File: config.mk
export PLATFORM = sky130hd
export DESIGN_NAME = pipelined_approx_adder
export DESIGN_NICKNAME = d
export VERILOG_FILES = /design/src/rtl/adder_pkg.sv /design/src/rtl/adder_slice.sv /design/src/rtl/pipelined_approx_adder.sv
export SDC_FILE = /design/constraint.sdc
export NUM_CORES = 1
export LEC_CHECK = 0
export BUFFER_PORTS_ARGS = -buffer_cell sky130_fd_sc_hd__buf_2
export CORE_MARGIN = 3
export CORE_UTILIZATION = 50
export CTS_CLUSTER_SIZE = 28
export DETAILED_ROUTE_END_ITERATION = 10
export PLACE_DENSITY = 0.72
export RECOVER_POWER = 25
export SLEW_MARGIN = 20
export SYNTH_ARGS = -nofsm -noshare
export SYNTH_HDL_FRONTEND = slang
export SYNTH_HIERARCHICAL = 1
export SYNTH_SLANG_ARGS = --single-unit
File: constraint.sdc
create_clock -name clk -period 8.2 [get_ports clk]
set_clock_uncertainty 0.15 [all_clocks]
set_input_delay 2.05 -clock clk [delete_from_list [all_inputs] [get_ports clk]]
set_output_delay 2.05 -clock clk [all_outputs]
set_load 0.01 [all_outputs]
File: src/rtl/adder_pkg.sv
// Shared constants for the pipelined approximate adder.
//   MODE_EXACT / MODE_APPROX : encoding of the per-beat mode input
//   ERR_CNT_W / ERR_CNT_MAX  : width and saturation value of the error counter
package adder_pkg;

  localparam logic MODE_EXACT  = 1'b0;
  localparam logic MODE_APPROX = 1'b1;

  localparam int unsigned ERR_CNT_W = 16;
  localparam logic [ERR_CNT_W-1:0] ERR_CNT_MAX = '1;

endpackage

File: src/rtl/adder_slice.sv
// W-bit ripple-carry slice with a per-bit approximation mask.
//   a, b   : slice operands
//   cin    : carry into bit 0 of the slice
//   approx : bit j set -> bit j is a lower-part-OR cell (sum = a|b, carry out = a&b,
//            incoming carry ignored); clear -> ordinary full adder
//   sum    : slice sum
//   cout   : carry out of the top bit of the slice
module adder_slice #(
  parameter int unsigned W = 4
) (
  input  logic [W-1:0] a,
  input  logic [W-1:0] b,
  input  logic         cin,
  input  logic [W-1:0] approx,
  output logic [W-1:0] sum,
  output logic         cout
);

  logic [W:0] carry;

  always_comb begin
    sum      = '0;
    carry    = '0;
    carry[0] = cin;
    for (int j = 0; j < W; j++) begin
      if (approx[j]) begin
        // Only the top approximated bit's carry matters: it seeds the exact upper part.
        sum[j]     = a[j] | b[j];
        carry[j+1] = a[j] & b[j];
      end else begin
        sum[j]     = a[j] ^ b[j] ^ carry[j];
        carry[j+1] = (a[j] & b[j]) | (carry[j] & (a[j] ^ b[j]));
      end
    end
    cout = carry[W];
  end

endmodule

File: src/rtl/pipelined_approx_adder.sv
// Pipelined N-bit adder, exact ripple-carry or lower-part-OR approximate per beat.
// Stage i adds bits [i*W +: W] with the carry registered by stage i-1; the last
// stage's registers are the outputs, so latency is STAGES cycles. One global
// stall: every stage advances when the output is empty or being taken.
// Constraints: N >= 2, N % STAGES == 0, 1 <= K < N.
//   clk, rst_n          : clock, asynchronous active-low reset
//   in_valid / in_ready : operand handshake (a, b, cin, mode)
//   out_valid/out_ready : result handshake (sum, cout, err)
//   err                 : result differs from exact a+b+cin of the same beat
//   err_count           : saturating count of delivered results with err = 1
module pipelined_approx_adder
  import adder_pkg::*;
#(
  parameter int unsigned N      = 8,
  parameter int unsigned STAGES = 2,
  parameter int unsigned K      = 3
) (
  input  logic                 clk,
  input  logic                 rst_n,
  input  logic                 in_valid,
  output logic                 in_ready,
  input  logic [N-1:0]         a,
  input  logic [N-1:0]         b,
  input  logic                 cin,
  input  logic                 mode,
  output logic                 out_valid,
  input  logic                 out_ready,
  output logic [N-1:0]         sum,
  output logic                 cout,
  output logic                 err,
  output logic [ERR_CNT_W-1:0] err_count
);

  localparam int unsigned W    = N / STAGES;
  localparam int unsigned LAST = STAGES - 1;

  // Bits approximated in approximate mode: the low K bits.
  localparam logic [N-1:0] LowMask = {N{1'b1}} >> (N - K);

  logic advance;

  // Stage registers; index LAST holds the visible result.
  logic         valid_q [STAGES];
  logic         mode_q  [STAGES];
  logic [N-1:0] a_q     [STAGES];
  logic [N-1:0] b_q     [STAGES];
  logic [N-1:0] sum_q   [STAGES];
  logic         carry_q [STAGES];
  logic [N:0]   ref_q   [STAGES];
  logic         err_q;
  logic [ERR_CNT_W-1:0] err_count_q;

  // What each stage sees at its input this cycle.
  logic         src_valid [STAGES];
  logic         src_mode  [STAGES];
  logic [N-1:0] src_a     [STAGES];
  logic [N-1:0] src_b     [STAGES];
  logic [N-1:0] src_sum   [STAGES];
  logic         src_carry [STAGES];
  logic [N:0]   src_ref   [STAGES];
  logic [W-1:0] slice_mask [STAGES];
  logic [W-1:0] slice_sum  [STAGES];
  logic         slice_cout [STAGES];
  logic [N-1:0] nxt_sum    [STAGES];
  logic         err_d;

  assign advance = !valid_q[LAST] || out_ready;

  always_comb begin
    src_valid[0] = in_valid;
    src_mode[0]  = mode;
    src_a[0]     = a;
    src_b[0]     = b;
    src_sum[0]   = '0;
    // cin has no meaning in approximate mode; the exact reference still uses it.
    src_carry[0] = (mode == MODE_APPROX) ? 1'b0 : cin;
    src_ref[0]   = {1'b0, a} + {1'b0, b} + {{N{1'b0}}, cin};
    for (int i = 1; i < STAGES; i++) begin
      src_valid[i] = valid_q[i-1];
      src_mode[i]  = mode_q[i-1];
      src_a[i]     = a_q[i-1];
      src_b[i]     = b_q[i-1];
      src_sum[i]   = sum_q[i-1];
      src_carry[i] = carry_q[i-1];
      src_ref[i]   = ref_q[i-1];
    end
    for (int i = 0; i < STAGES; i++) begin
      slice_mask[i] = (src_mode[i] == MODE_APPROX) ? LowMask[i*W +: W] : '0;
    end
  end

  for (genvar g = 0; g < STAGES; g++) begin : g_slice
    adder_slice #(
      .W (W)
    ) u_slice (
      .a      (src_a[g][g*W +: W]),
      .b      (src_b[g][g*W +: W]),
      .cin    (src_carry[g]),
      .approx (slice_mask[g]),
      .sum    (slice_sum[g]),
      .cout   (slice_cout[g])
    );
  end

  always_comb begin
    for (int i = 0; i < STAGES; i++) begin
      nxt_sum[i]            = src_sum[i];
      nxt_sum[i][i*W +: W]  = slice_sum[i];
    end
    err_d = src_valid[LAST] && ({slice_cout[LAST], nxt_sum[LAST]} != src_ref[LAST]);
  end

  always_ff @(posedge clk or negedge rst_n) begin
    if (!rst_n) begin
      for (int i = 0; i < STAGES; i++) begin
        valid_q[i] <= 1'b0;
        mode_q[i]  <= MODE_EXACT;
        a_q[i]     <= '0;
        b_q[i]     <= '0;
        sum_q[i]   <= '0;
        carry_q[i] <= 1'b0;
        ref_q[i]   <= '0;
      end
      err_q <= 1'b0;
    end else if (advance) begin
      for (int i = 0; i < STAGES; i++) begin
        valid_q[i] <= src_valid[i];
        mode_q[i]  <= src_mode[i];
        a_q[i]     <= src_a[i];
        b_q[i]     <= src_b[i];
        sum_q[i]   <= nxt_sum[i];
        carry_q[i] <= slice_cout[i];
        ref_q[i]   <= src_ref[i];
      end
      err_q <= err_d;
    end
  end

  always_ff @(posedge clk or negedge rst_n) begin
    if (!rst_n) begin
      err_count_q <= '0;
    end else if (valid_q[LAST] && out_ready && err_q && (err_count_q != ERR_CNT_MAX)) begin
      err_count_q <= err_count_q + 1'b1;
    end
  end

  assign in_ready  = advance;
  assign out_valid = valid_q[LAST];
  assign sum       = sum_q[LAST];
  assign cout      = carry_q[LAST];
  assign err       = err_q;
  assign err_count = err_count_q;

endmodule
---- Yosys cells after proc, flatten, opt, wreduce, memory -nomap -nowiden ----
Index checks and enable logic that the tools add are counted.
word-level totals
  register bits after elaboration ......... 58
  input port bits ......................... 22
  output and inout bits ................... 28
  logic and storage cells ................. 76
cells by class
  mux-type cells .......................... 10
  reduce and logical (&&, ||, !) cells .... 6
  bitwise logic cells ..................... 44
  $add $sub $neg .......................... 3
  equal/unequal tests ..................... 2
operators with widths
  kind                   number
  $add 16x1->16 const B  1
  $and 1x1->1            16
  $ne 16x16->1 const B   1
  $xor 1x1->1            16
  $or 1x1->1             12
  $add 8x8->9            1
  $add 9x1->9            1
  $mux 1                 9
  $ne 9x9->1             1
  $logic_and 1x1->1      4
  $mux 3                 1
  $logic_not 1->1        1
  $logic_or 1x1->1       1

---- Logic depth before layout (Yosys ltp) ----
  depth after elaboration ................. 13
  depth in mapped cells ................... 12
  depth with buffers taken out ............ 12

---- By module ----
Netlist, hierarchy kept.
by module, submodules not included
  module                  area an instance (um2)  seq. area each (um2)  cells each  times used
  pipelined_approx_adder  2527.4                  1251.2                269         1
  adder_slice             295.3                   0.0                   32          2

---- Worst setup path after synthesis ----
OpenSTA, ideal clock, no wires.
  kind .................................... input-to-output
  start point ............................. in out_ready
  end point ............................... out in_ready
  data arrival time ....................... 2.705 ns
  required time ........................... 6.000 ns
  slack ................................... 3.295 ns
  cell stages on the path ................. 4
  path buffers ............................ 2
  path through ............................ nor2b_1 clkbuf_1 inv_2 clkbuf_1
between the ends
  cells in the longest elaborated chain, start to end .. 1
RTL lines
  item              RTL line                      RTL
  from (decl)       pipelined_approx_adder.sv:27  input logic out_ready,
  $logic_or 1x1->1  pipelined_approx_adder.sv:67  assign advance = !valid_q[LAST] || out_ready;
  to (decl)         pipelined_approx_adder.sv:21  output logic in_ready,
Every way passes these cells.

---- Final worst setup path ----
Same ends and word-level chain as after synthesis.

==> results.md <==
* Worst Hold Launch: sum[6]
* CTS sink count at 50
* Worst-path fanout max at 37
* DR vias at 2370
* Post CTS Setup Buffer Count at 0
* RR Endpoint: err
* Num CTS Buffers at 5
* RSZ-0062 raised after global routing: no
* Critical path's top delay family: buffers and inverters
* Post-synth top cells: nand2_1, dfrtp_1, ha_1, inv_1
* Wirelength per Cell at ~13 µm
* Rel. slew slack at -78.2%
* Crit path DAT at 3.18 ns
* H-tree depth at 2
* Initial DRC count at 84
* Leakage at 1.90 nW
* Worst-path clk slew at 0.08 ns
* I/O pins at 50
* Endpoint, Worst Hold: sum[6]
* Buffers added on ports at a little under 50
* Remaining routing DRC violations at 0
* Largest net degree at the start of global routing at 51
* Syn. warnings at 6
* Worst hold slack at 0.322 ns
* Count leader, synth: nand2_1
* Fin crit share at 65.7%
* Vias per cell at 5.05
* Mapped Cells at about 330
* Core box area at ~6000 µm²
* Max incr delay on CP at 0.33 ns
* Worst path most repeated cell: buf_2
* Max Transition Viols Final at 51
* Max Buffers Root-to-Sink at 2
* CTS tree: yes
* # resized after CTS at 0
* Post-synth EDFFs at 0
* CP max-delay cell: buf_4
* Clock Latency Late Sink at 0.31 ns
* Detailed-placement wirelength estimate at approximately 4600 µm
* Total of max-cap violations at 1
* Share of cells above drive strength 1 at between 10% and 20%
* Vias in the first global route at 2348
* Setup TNS at 0 ns
* Post-synthesis area per instance at between 9 and 10 µm²
* Die ar. at 7220 µm²
* Detail Route Antenna Nets at 0
* Layout Nets at 449
* Crit end category: primary output
* Crit path buf inv count at 4
* Initial antenna violation count at 0
* Worst vdd ir at 0.000101 V
* Initial Util at 52.0%
* Rows at 28
* P&R area growth vs syn at 14.9%
* Final setup fails at 0
* Outcome: finished with violations
* Post-synth ARST share at 100%
* Tmin final at 5.38 ns
* Maximum clock frequency at 0.186 GHz
* Crit path kind: in2out
* Die Width at 85.0 µm
* ANT cells at 0
* Worst hold path depth at 2
* CP startpoint kind: input pin
* Register bit count reported by yosys at 50
* Flop2flop setup slack at 4.59 ns
* Hold_buf cts at 0
* Synthesized area at 3120 µm²
* Slew at the pin with the worst max-slew slack at 2.67 ns
* Grt ovf at 0
* Final Wtd Congestion at 0.749
* Failing checks: capacitance limit, slew limit
* Die extent in y at 85.0 µm
* Yosys top cell area share at 40.1%
* Yosys top cell by area: dfrtp_1
* Worst-case reg-to-reg path depth at 12
* Largest cells by area after synthesis: dfrtp_1, nand2_1, ha_1, fa_1, xor2_1
* Netlist cell types at 41
* Root Buffer: clkbuf_8
* Sequential share of the synthesized area at 40.1%
* Fin. Hold Viols at 0
* GRT Util Overall at 18.5%
* Top_reg_cell synth: dfrtp_1
* Power Density at 197 nW/µm²
* First-pass DRT Iterations at 4
* Crit-path cells: buf_2, nor2b_2, buf_4, inv_2, buf_2
* Required time of the worst setup path at 6.00 ns
* Hold WC Path Type: reg2reg
* Final wirelength at 6040 µm
* First-pass GRT wire length at 10900 µm
* Worst R2R Start: a_q[12]
==> flip-flops by register name, summed over array words and instances (netlist names), 4 cells and up <==
signal and flops:
ref_q 9, a_q 4, nxt_sum 4, err_count 16, sum 8, b_q 4
==> tightest hold or removal path: stages, from the launching register on <==
cell	delay, ns
dfrtp_1	0.35
nand2_1	0.05
nand2_1	0.05
==> per-layer routing <==
layer	wire length (µm)	vias to the layer above	track usage, %	part of all wire, %
met5	0	-	0	0
met4	65	0	5.04	1.1
met3	288	8	3.30	4.8
met2	3050	47	32.1	51
met1	2630	1113	23.8	44
li1	-	1202	-	-
==> layout make-up <==
class | instances | area (µm²)
Clock buffer | 6 | 72.6
Clock inverter | 2 | 37.5
Fill cell | 557 | 2410
Inverter | 25 | 93.8
Multi-Input combinational cell | 261 | 1780
Sequential cell | 50 | 1250
Tap cell | 75 | 93.8
Timing Repair Buffer | 50 | 251
==> cell families (layout without fill, tap and decap cells) <==
logic type | after synthesis | count (layout) | synth area share, %
AND/OR/NAND/NOR | 142 | 142 | 20.6
flip-flops | 50 | 50 | 40.1
adder cells (fa/ha/maj) | 34 | 34 | 16.1
buffers and inverters | 34 | 83 | 4.21
AO/OA/AOI/OAI | 32 | 32 | 6.98
XOR/XNOR | 26 | 26 | 7.30
multiplexers | 14 | 14 | 4.57
other | 1 | 13 | 0.120
==> report_power, final <==
group | leakage [nW] | total (mW) | switching, mW | internal, mW
Sequential | 0.614 | 0.331 | 0.0401 | 0.291
Clock | 0.0514 | 0.173 | 0.0824 | 0.0911
Combinational | 1.23 | 0.201 | 0.114 | 0.0865
Total | 1.90 | 0.706 | 0.237 | 0.469
==> stage by stage <==
stage / setup slack [ns] / power (mW) / util [%] / cells / instance area, µm²
final: 2.82 / 0.706 / 59.8 / 469 / 3580
after CTS: 2.84 / 0.716 / 59.8 / 469 / 3580
after global placement: 2.85 / 0.530 / 58.0 / 461 / 3470
after floorplan: 3.30 / 0.465 / - / 345 / 3160
after detailed placement: 2.84 / 0.540 / 58.0 / 461 / 3470
after global routing: 2.72 / 0.762 / 59.8 / 469 / 3580
==> how the worst max path moves through the flow <==
| stage | from | end | slack (ns) | cells after the start |
|---|---|---|---|---|
| floorplan | out_ready | in_ready | 3.30 | 4 |
| global placement | out_ready | in_ready | 2.85 | 5 |
| detailed placement | out_ready | in_ready | 2.84 | 5 |
| CTS | out_ready | in_ready | 2.84 | 5 |
| global route | out_ready | in_ready | 2.72 | 5 |
| finish | out_ready | in_ready | 2.82 | 5 |
==> cells in the final DEF, fill, tap and decap left out, types with 2 or more instances in the layout <==
| cell | n |
|---|---|
| clkbuf_8 | 5 |
| buf_2 | 48 |
| o21ai_0 | 7 |
| a21oi_1 | 9 |
| o21a_1 | 2 |
| nand3_1 | 6 |
| a211oi_1 | 4 |
| xnor2_1 | 12 |
| mux2i_1 | 12 |
| nor2_1 | 14 |
| nand2b_1 | 2 |
| nand4_1 | 6 |
| conb_1 | 13 |
| nand2_1 | 92 |
| a2111oi_2 | 2 |
| ha_1 | 24 |
| dfrtp_1 | 50 |
| inv_1 | 24 |
| o211ai_1 | 3 |
| fa_1 | 10 |
| xor2_1 | 14 |
| nor3_1 | 6 |
| mux2_1 | 2 |
| clkbuf_1 | 2 |
| and3_1 | 2 |
| nor4_1 | 4 |
Note: power is estimated with default switching activity, not from simulation.
